### src/rtl/usrt_tx.sv
//------------------------------------------------------------------------------
// Module : usrt_tx
// Brief  : USRT transmit stage. Byte FIFO fed by the APB transmit-register
//          strobe, serialised with a generated bit clock. Even parity is
//          compiled in when USRT_TX_PARITY_EN is defined.
// Rev    : 1.0  initial release
//------------------------------------------------------------------------------
`default_nettype none

module usrt_tx #(
  parameter int DEPTH        = 4,
  parameter int CLKS_PER_BIT = 16
) (
  input  logic                     i_Clk,
  input  logic                     i_Rst,
  input  logic                     i_Tx_En,
  input  logic [31:0]              i_Pwdata,
  input  logic                     i_Ovf_Clr,
  output logic                     o_Tx_Serial,
  output logic                     o_Tx_Clk,
  output logic                     o_Tx_Busy,
  output logic                     o_Fifo_Empty,
  output logic                     o_Fifo_Full,
  output logic [$clog2(DEPTH):0]   o_Fifo_Count,
  output logic                     o_Ovf
);

  localparam int AW = $clog2(DEPTH);
  localparam int CW = AW + 1;
  localparam int BW = $clog2(CLKS_PER_BIT);
  localparam logic [CW-1:0] FULL_CNT = CW'(DEPTH);
  localparam logic [BW-1:0] LAST_CNT = BW'(CLKS_PER_BIT - 1);
  localparam logic [BW-1:0] HALF_M1  = BW'(CLKS_PER_BIT / 2 - 1);

`ifdef USRT_TX_PARITY_EN
  typedef enum logic [2:0] {IDLE, START, DATA, PARITY, STOP} state_t;
`else
  typedef enum logic [2:0] {IDLE, START, DATA, STOP} state_t;
`endif

  logic [7:0]    mem [DEPTH];
  logic [AW-1:0] wr_ptr, rd_ptr;
  logic [CW-1:0] count;
  logic          full, empty, push, pop, last, ovf;
  logic [7:0]    head;

  state_t        state;
  logic [BW-1:0] bit_cnt;
  logic [2:0]    bit_idx;
  logic [7:0]    shreg;
  logic          tx_serial, tx_clk, tx_busy;
`ifdef USRT_TX_PARITY_EN
  logic          parity;
`endif

  logic unused_pwdata;
  assign unused_pwdata = ^i_Pwdata[31:8];

  assign full  = (count == FULL_CNT);
  assign empty = (count == '0);
  assign push  = i_Tx_En && !full;
  assign last  = (bit_cnt == LAST_CNT);
  assign head  = mem[rd_ptr];

  // Pop on leaving IDLE or on the final stop-bit cycle (back-to-back frames).
  always_comb begin
    pop = 1'b0;
    if (!empty && ((state == IDLE) || ((state == STOP) && last)))
      pop = 1'b1;
  end

  always_ff @(posedge i_Clk) begin
    if (push)
      mem[wr_ptr] <= i_Pwdata[7:0];
  end

  always_ff @(posedge i_Clk) begin
    if (i_Rst) begin
      wr_ptr <= '0;
      rd_ptr <= '0;
      count  <= '0;
    end else begin
      if (push) wr_ptr <= wr_ptr + AW'(1);
      if (pop)  rd_ptr <= rd_ptr + AW'(1);
      case ({push, pop})
        2'b10:   count <= count + CW'(1);
        2'b01:   count <= count - CW'(1);
        default: count <= count;
      endcase
    end
  end

  // A dropped write sets the flag even when a clear arrives in the same cycle.
  always_ff @(posedge i_Clk) begin
    if (i_Rst)
      ovf <= 1'b0;
    else if (i_Tx_En && full)
      ovf <= 1'b1;
    else if (i_Ovf_Clr)
      ovf <= 1'b0;
  end

  always_ff @(posedge i_Clk) begin
    if (i_Rst) begin
      state     <= IDLE;
      bit_cnt   <= '0;
      bit_idx   <= '0;
      shreg     <= '0;
      tx_serial <= 1'b1;
      tx_clk    <= 1'b1;
      tx_busy   <= 1'b0;
`ifdef USRT_TX_PARITY_EN
      parity    <= 1'b0;
`endif
    end else if (state == IDLE) begin
      bit_cnt <= '0;
      if (pop) begin
        shreg     <= head;
`ifdef USRT_TX_PARITY_EN
        parity    <= ^head;
`endif
        state     <= START;
        tx_serial <= 1'b0;
        tx_clk    <= 1'b0;
        tx_busy   <= 1'b1;
      end
    end else if (!last) begin
      bit_cnt <= bit_cnt + BW'(1);
      if (bit_cnt == HALF_M1)
        tx_clk <= 1'b1;
    end else begin
      bit_cnt <= '0;
      tx_clk  <= 1'b0;
      case (state)
        START: begin
          state     <= DATA;
          bit_idx   <= 3'd0;
          tx_serial <= shreg[0];
          shreg     <= {1'b0, shreg[7:1]};
        end
        DATA: begin
          bit_idx <= bit_idx + 3'd1;
          if (bit_idx == 3'd7) begin
`ifdef USRT_TX_PARITY_EN
            state     <= PARITY;
            tx_serial <= parity;
`else
            state     <= STOP;
            tx_serial <= 1'b1;
`endif
          end else begin
            tx_serial <= shreg[0];
            shreg     <= {1'b0, shreg[7:1]};
          end
        end
`ifdef USRT_TX_PARITY_EN
        PARITY: begin
          state     <= STOP;
          tx_serial <= 1'b1;
        end
`endif
        STOP: begin
          if (pop) begin
            shreg     <= head;
`ifdef USRT_TX_PARITY_EN
            parity    <= ^head;
`endif
            state     <= START;
            tx_serial <= 1'b0;
          end else begin
            state     <= IDLE;
            tx_serial <= 1'b1;
            tx_clk    <= 1'b1;
            tx_busy   <= 1'b0;
          end
        end
        default: begin
          state     <= IDLE;
          tx_serial <= 1'b1;
          tx_clk    <= 1'b1;
          tx_busy   <= 1'b0;
        end
      endcase
    end
  end

  assign o_Tx_Serial  = tx_serial;
  assign o_Tx_Clk     = tx_clk;
  assign o_Tx_Busy    = tx_busy;
  assign o_Fifo_Empty = empty;
  assign o_Fifo_Full  = full;
  assign o_Fifo_Count = count;
  assign o_Ovf        = ovf;

endmodule

`default_nettype wire

### config.mk
export PLATFORM = sky130hd
export DESIGN_NAME = usrt_tx
export DESIGN_NICKNAME = d
export VERILOG_FILES = /design/src/rtl/usrt_tx.sv
export SDC_FILE = /design/constraint.sdc
export NUM_CORES = 1
export LEC_CHECK = 0
export ABC_AREA = 1
export ABC_CLOCK_PERIOD_IN_PS = 4300
export BUFFER_PORTS_ARGS = -buffer_cell sky130_fd_sc_hd__buf_2
export CORE_ASPECT_RATIO = 0.8
export CORE_MARGIN = 2
export CORE_UTILIZATION = 32
export CTS_CLUSTER_DIAMETER = 40
export DETAILED_ROUTE_END_ITERATION = 10
export GPL_TIMING_DRIVEN = 0
export SYNTH_ARGS = -nofsm -noshare
export SYNTH_HDL_FRONTEND = slang
export SYNTH_SLANG_ARGS = --single-unit
export TNS_END_PERCENT = 20
### constraint.sdc
create_clock -name i_Clk -period 4.3 [get_ports i_Clk]
set_clock_uncertainty 0.05 [all_clocks]
set_input_delay 0.215 -clock i_Clk [delete_from_list [all_inputs] [get_ports i_Clk]]
set_output_delay 0.215 -clock i_Clk [all_outputs]
set_load 0.005 [all_outputs]
==> results.toml <==
[yosys]
syn-instance-count = 314
synth_flop_cell = "edfxtp_1"
synth-seq-cells = 62
syn_area_um2 = 2800
ys_warn_count = 0
syn_avg_cell_area_um2 = 8.92
synthArstFlopShare_pct = 0
synth_edf_count = 32
synth_cell_types = 26
ys_top_cells_by_area = "edfxtp_1, dfxtp_1, nand2_1"
ys_seq_area_share_pct = 55.7
synth_top_cell_area_share_pct = 34.3
synth_area_leader_cell = "edfxtp_1"
synth_fp_nets = 364

[grt]
grt_pass1_vias = 2033
grt_use_met1_pct = 15.2
gr-total-overflow = 0
met2_usage_pct = 20.7
grt_use_met3_pct = 2.60
grt_pass1_wl_um = 9130
grt_max_degree = 11
grtUsageTotal_pct = 12.7
busiest_layer = "met2"
antenna_found_initial = 0

[worst_setup_path]
crit_required_ns = 4.48
cp-end-kind = "register"
worst_setup_path_start_kind = "register"
cp_slowest_cell = "dfxtp_1"
worstPathArrival_ns = 2.82
slowest_delay_ns = 0.40
path_max_fanout = 10
worstSetupPathType = "register to register"
path_cells = "inv_1 -> ha_1 -> nor2_4 -> inv_4 -> nand2_4 -> nor2_8 -> ha_1 -> fa_1 -> a21oi_1 -> o21ai_0 -> o21ai_0 -> a21oi_1"

[sta]
setup-tns-final_ns = 0
max_freq_mhz = 378
finalMaxSlewViolations = 0
post-route-period-util_pct = 61.5
fin_crit_ns = 2.64
rsz0062_at_grt = "false"
setup_ws_ns = 1.66
hold_violations = 0
setup_viol = 0
maxSlewHeadroom_pct = 45.1
hold_ws_ns = 0.0230
worst_pin_slew_ns = 0.820

[floorplan]
dieArea_um2 = 9520
die-height_um = 87.7
fp.dieW_um = 109
rows = 30
start_util_pct = 33.0
core_um2 = 8480
ios = 45

[clock_network]
ctsHoldBuffers = 0
clockBufferDepth = 2
cts_tree = "yes"
clk_latency_ns = 0.34
cts_buffers = 9
cts_resized = 0
htree_num_levels = 3
clock-sinks = 62
cts_setup_buffers = 0
clk_transition_reported_paths_ns = 0.07
clockRootBuffer = "clkbuf_8"

[power]
sw_frac_of_total_pct = 37.4
seqPwrFrac_pct = 37.3
p_comb_share_pct = 37.4
max-vdd-ir-drop_mv = 0.175
power_mw = 2.11
power.density_nw_per_um2 = 652
clkPwrFrac_pct = 25.3
p_switching_mw = 0.791
internal-power_mw = 1.32
power_leakage_nw = 1.42

[layout]
layout_common_cells = "nand2_1, inv_1, edfxtp_1, dfxtp_1, nor2_1"
area_growth_pct = 15.8
drive_above_1_share_pct = 14.9
layout.nets = 395
final_common_cell = "nand2_1"
antenna_cells = 0
instances_no_fill = 461

[drt]
via_per_inst = 4.59
drt-pass1-iter-count = 4
wirelength_um = 5500
first_iter_violations = 118
routedWlPerCell_um = 11.9
drc = 0
final_antenna_net_count = 0
vias = 2118

[placed_design]
preCtsSetupSlack_ns = 1.69
dp.cells = 446
numPortBuffers = 20
hpwl_um = 3910
gp_congestion = 0.817

[min_path]
worstHoldPathType = "input port to register"

[run]
cap_violations = 0

[status]
outcome = "complete, no violations"
==> power groups by stage <==
stage / Combinational [mW] / Clock (mW) / Sequential, mW
floorplan: 0.593 / 0 / 0.790
global placement: 0.773 / 0 / 0.795
global route: 0.915 / 0.574 / 0.799
finish: 0.791 / 0.536 / 0.788
CTS: 0.796 / 0.548 / 0.788
detailed placement: 0.792 / 0 / 0.800
==> kinds of logic (layout without fill, tap and decap cells) <==
logic type	count (synthesis)	after routing	synth area share [%]
DFF	62	62	55.7
xor gates and xnor gates	2	2	0.625
adders and majority gates	14	14	6.52
AOI/OAI and AO/OA	34	34	6.39
buffers and inverters	44	79	6.16
and+or+nand+nor	158	158	24.6
==> worst max-delay path, delay by kind of cell (launching register included) <==
kind                       cells  cell delay, ns
buffers and inverters          2            0.18
AOI/OAI and AO/OA              4            0.49
adders and majority gates      3            0.94
and+or+nand+nor                3            0.45
DFF                            1            0.40
==> registers in the layout (all words and copies together) (netlist names), named ones only <==
signal	count
mem	32
bit_cnt	4
bit_idx	3
o_Tx_Busy	1
o_Tx_Serial	1
rd_ptr	2
shreg	8
state	2
o_Fifo_Count	3
wr_ptr	2
o_Tx_Clk	1
o_Ovf	1
==> synthesized netlist by cell type, types with 3 or more instances <==
master and n:
buf_2 4, edfxtp_1 32, o21ai_0 10, nand2_1 94, dfxtp_1 30, nor3_1 3, nand2_2 4, a21oi_1 21
nor2_1 28, nand3_1 21, inv_1 35, ha_1 13
==> layer usage <==
metal	up-vias	wire length (µm)	part of all wire [%]
met3	13	179	3.3
met1	999	2560	47
met5	-	0	0
met2	34	2580	47
met4	0	172	3.1
li1	1072	-	-
==> cell type report <==
class	count	area, µm²
fill	878	5240
multi-input combinational	208	1070
clock buffer	10	128
sequential	62	1560
buffer	6	27.5
tap	112	140
clock inverter	5	75.1
timing repair buffer	20	100
inverter	38	145
==> path summary, 6_finish.rpt <==
path | startpoint | endpoint | slack, ns | cells past startpoint
setup / recovery | state[0] | o_Fifo_Count[2] | 1.66 | 12
hold reg to reg | bit_cnt[0] | bit_cnt[0] | 0.41 | 1
hold / removal | i_Rst | bit_idx[0] | 0.02 | 2
setup reg to reg | state[0] | o_Fifo_Count[2] | 1.66 | 12
==> through the flow <==
step	utilization (%)	cell area [µm²]
after floorplan	-	2800
after global placement	35.9	3040
after detailed placement	35.9	3040
after CTS	38.2	3240
after global routing	38.2	3240
final	38.2	3240
Note: power is estimated with default switching activity, not from simulation.
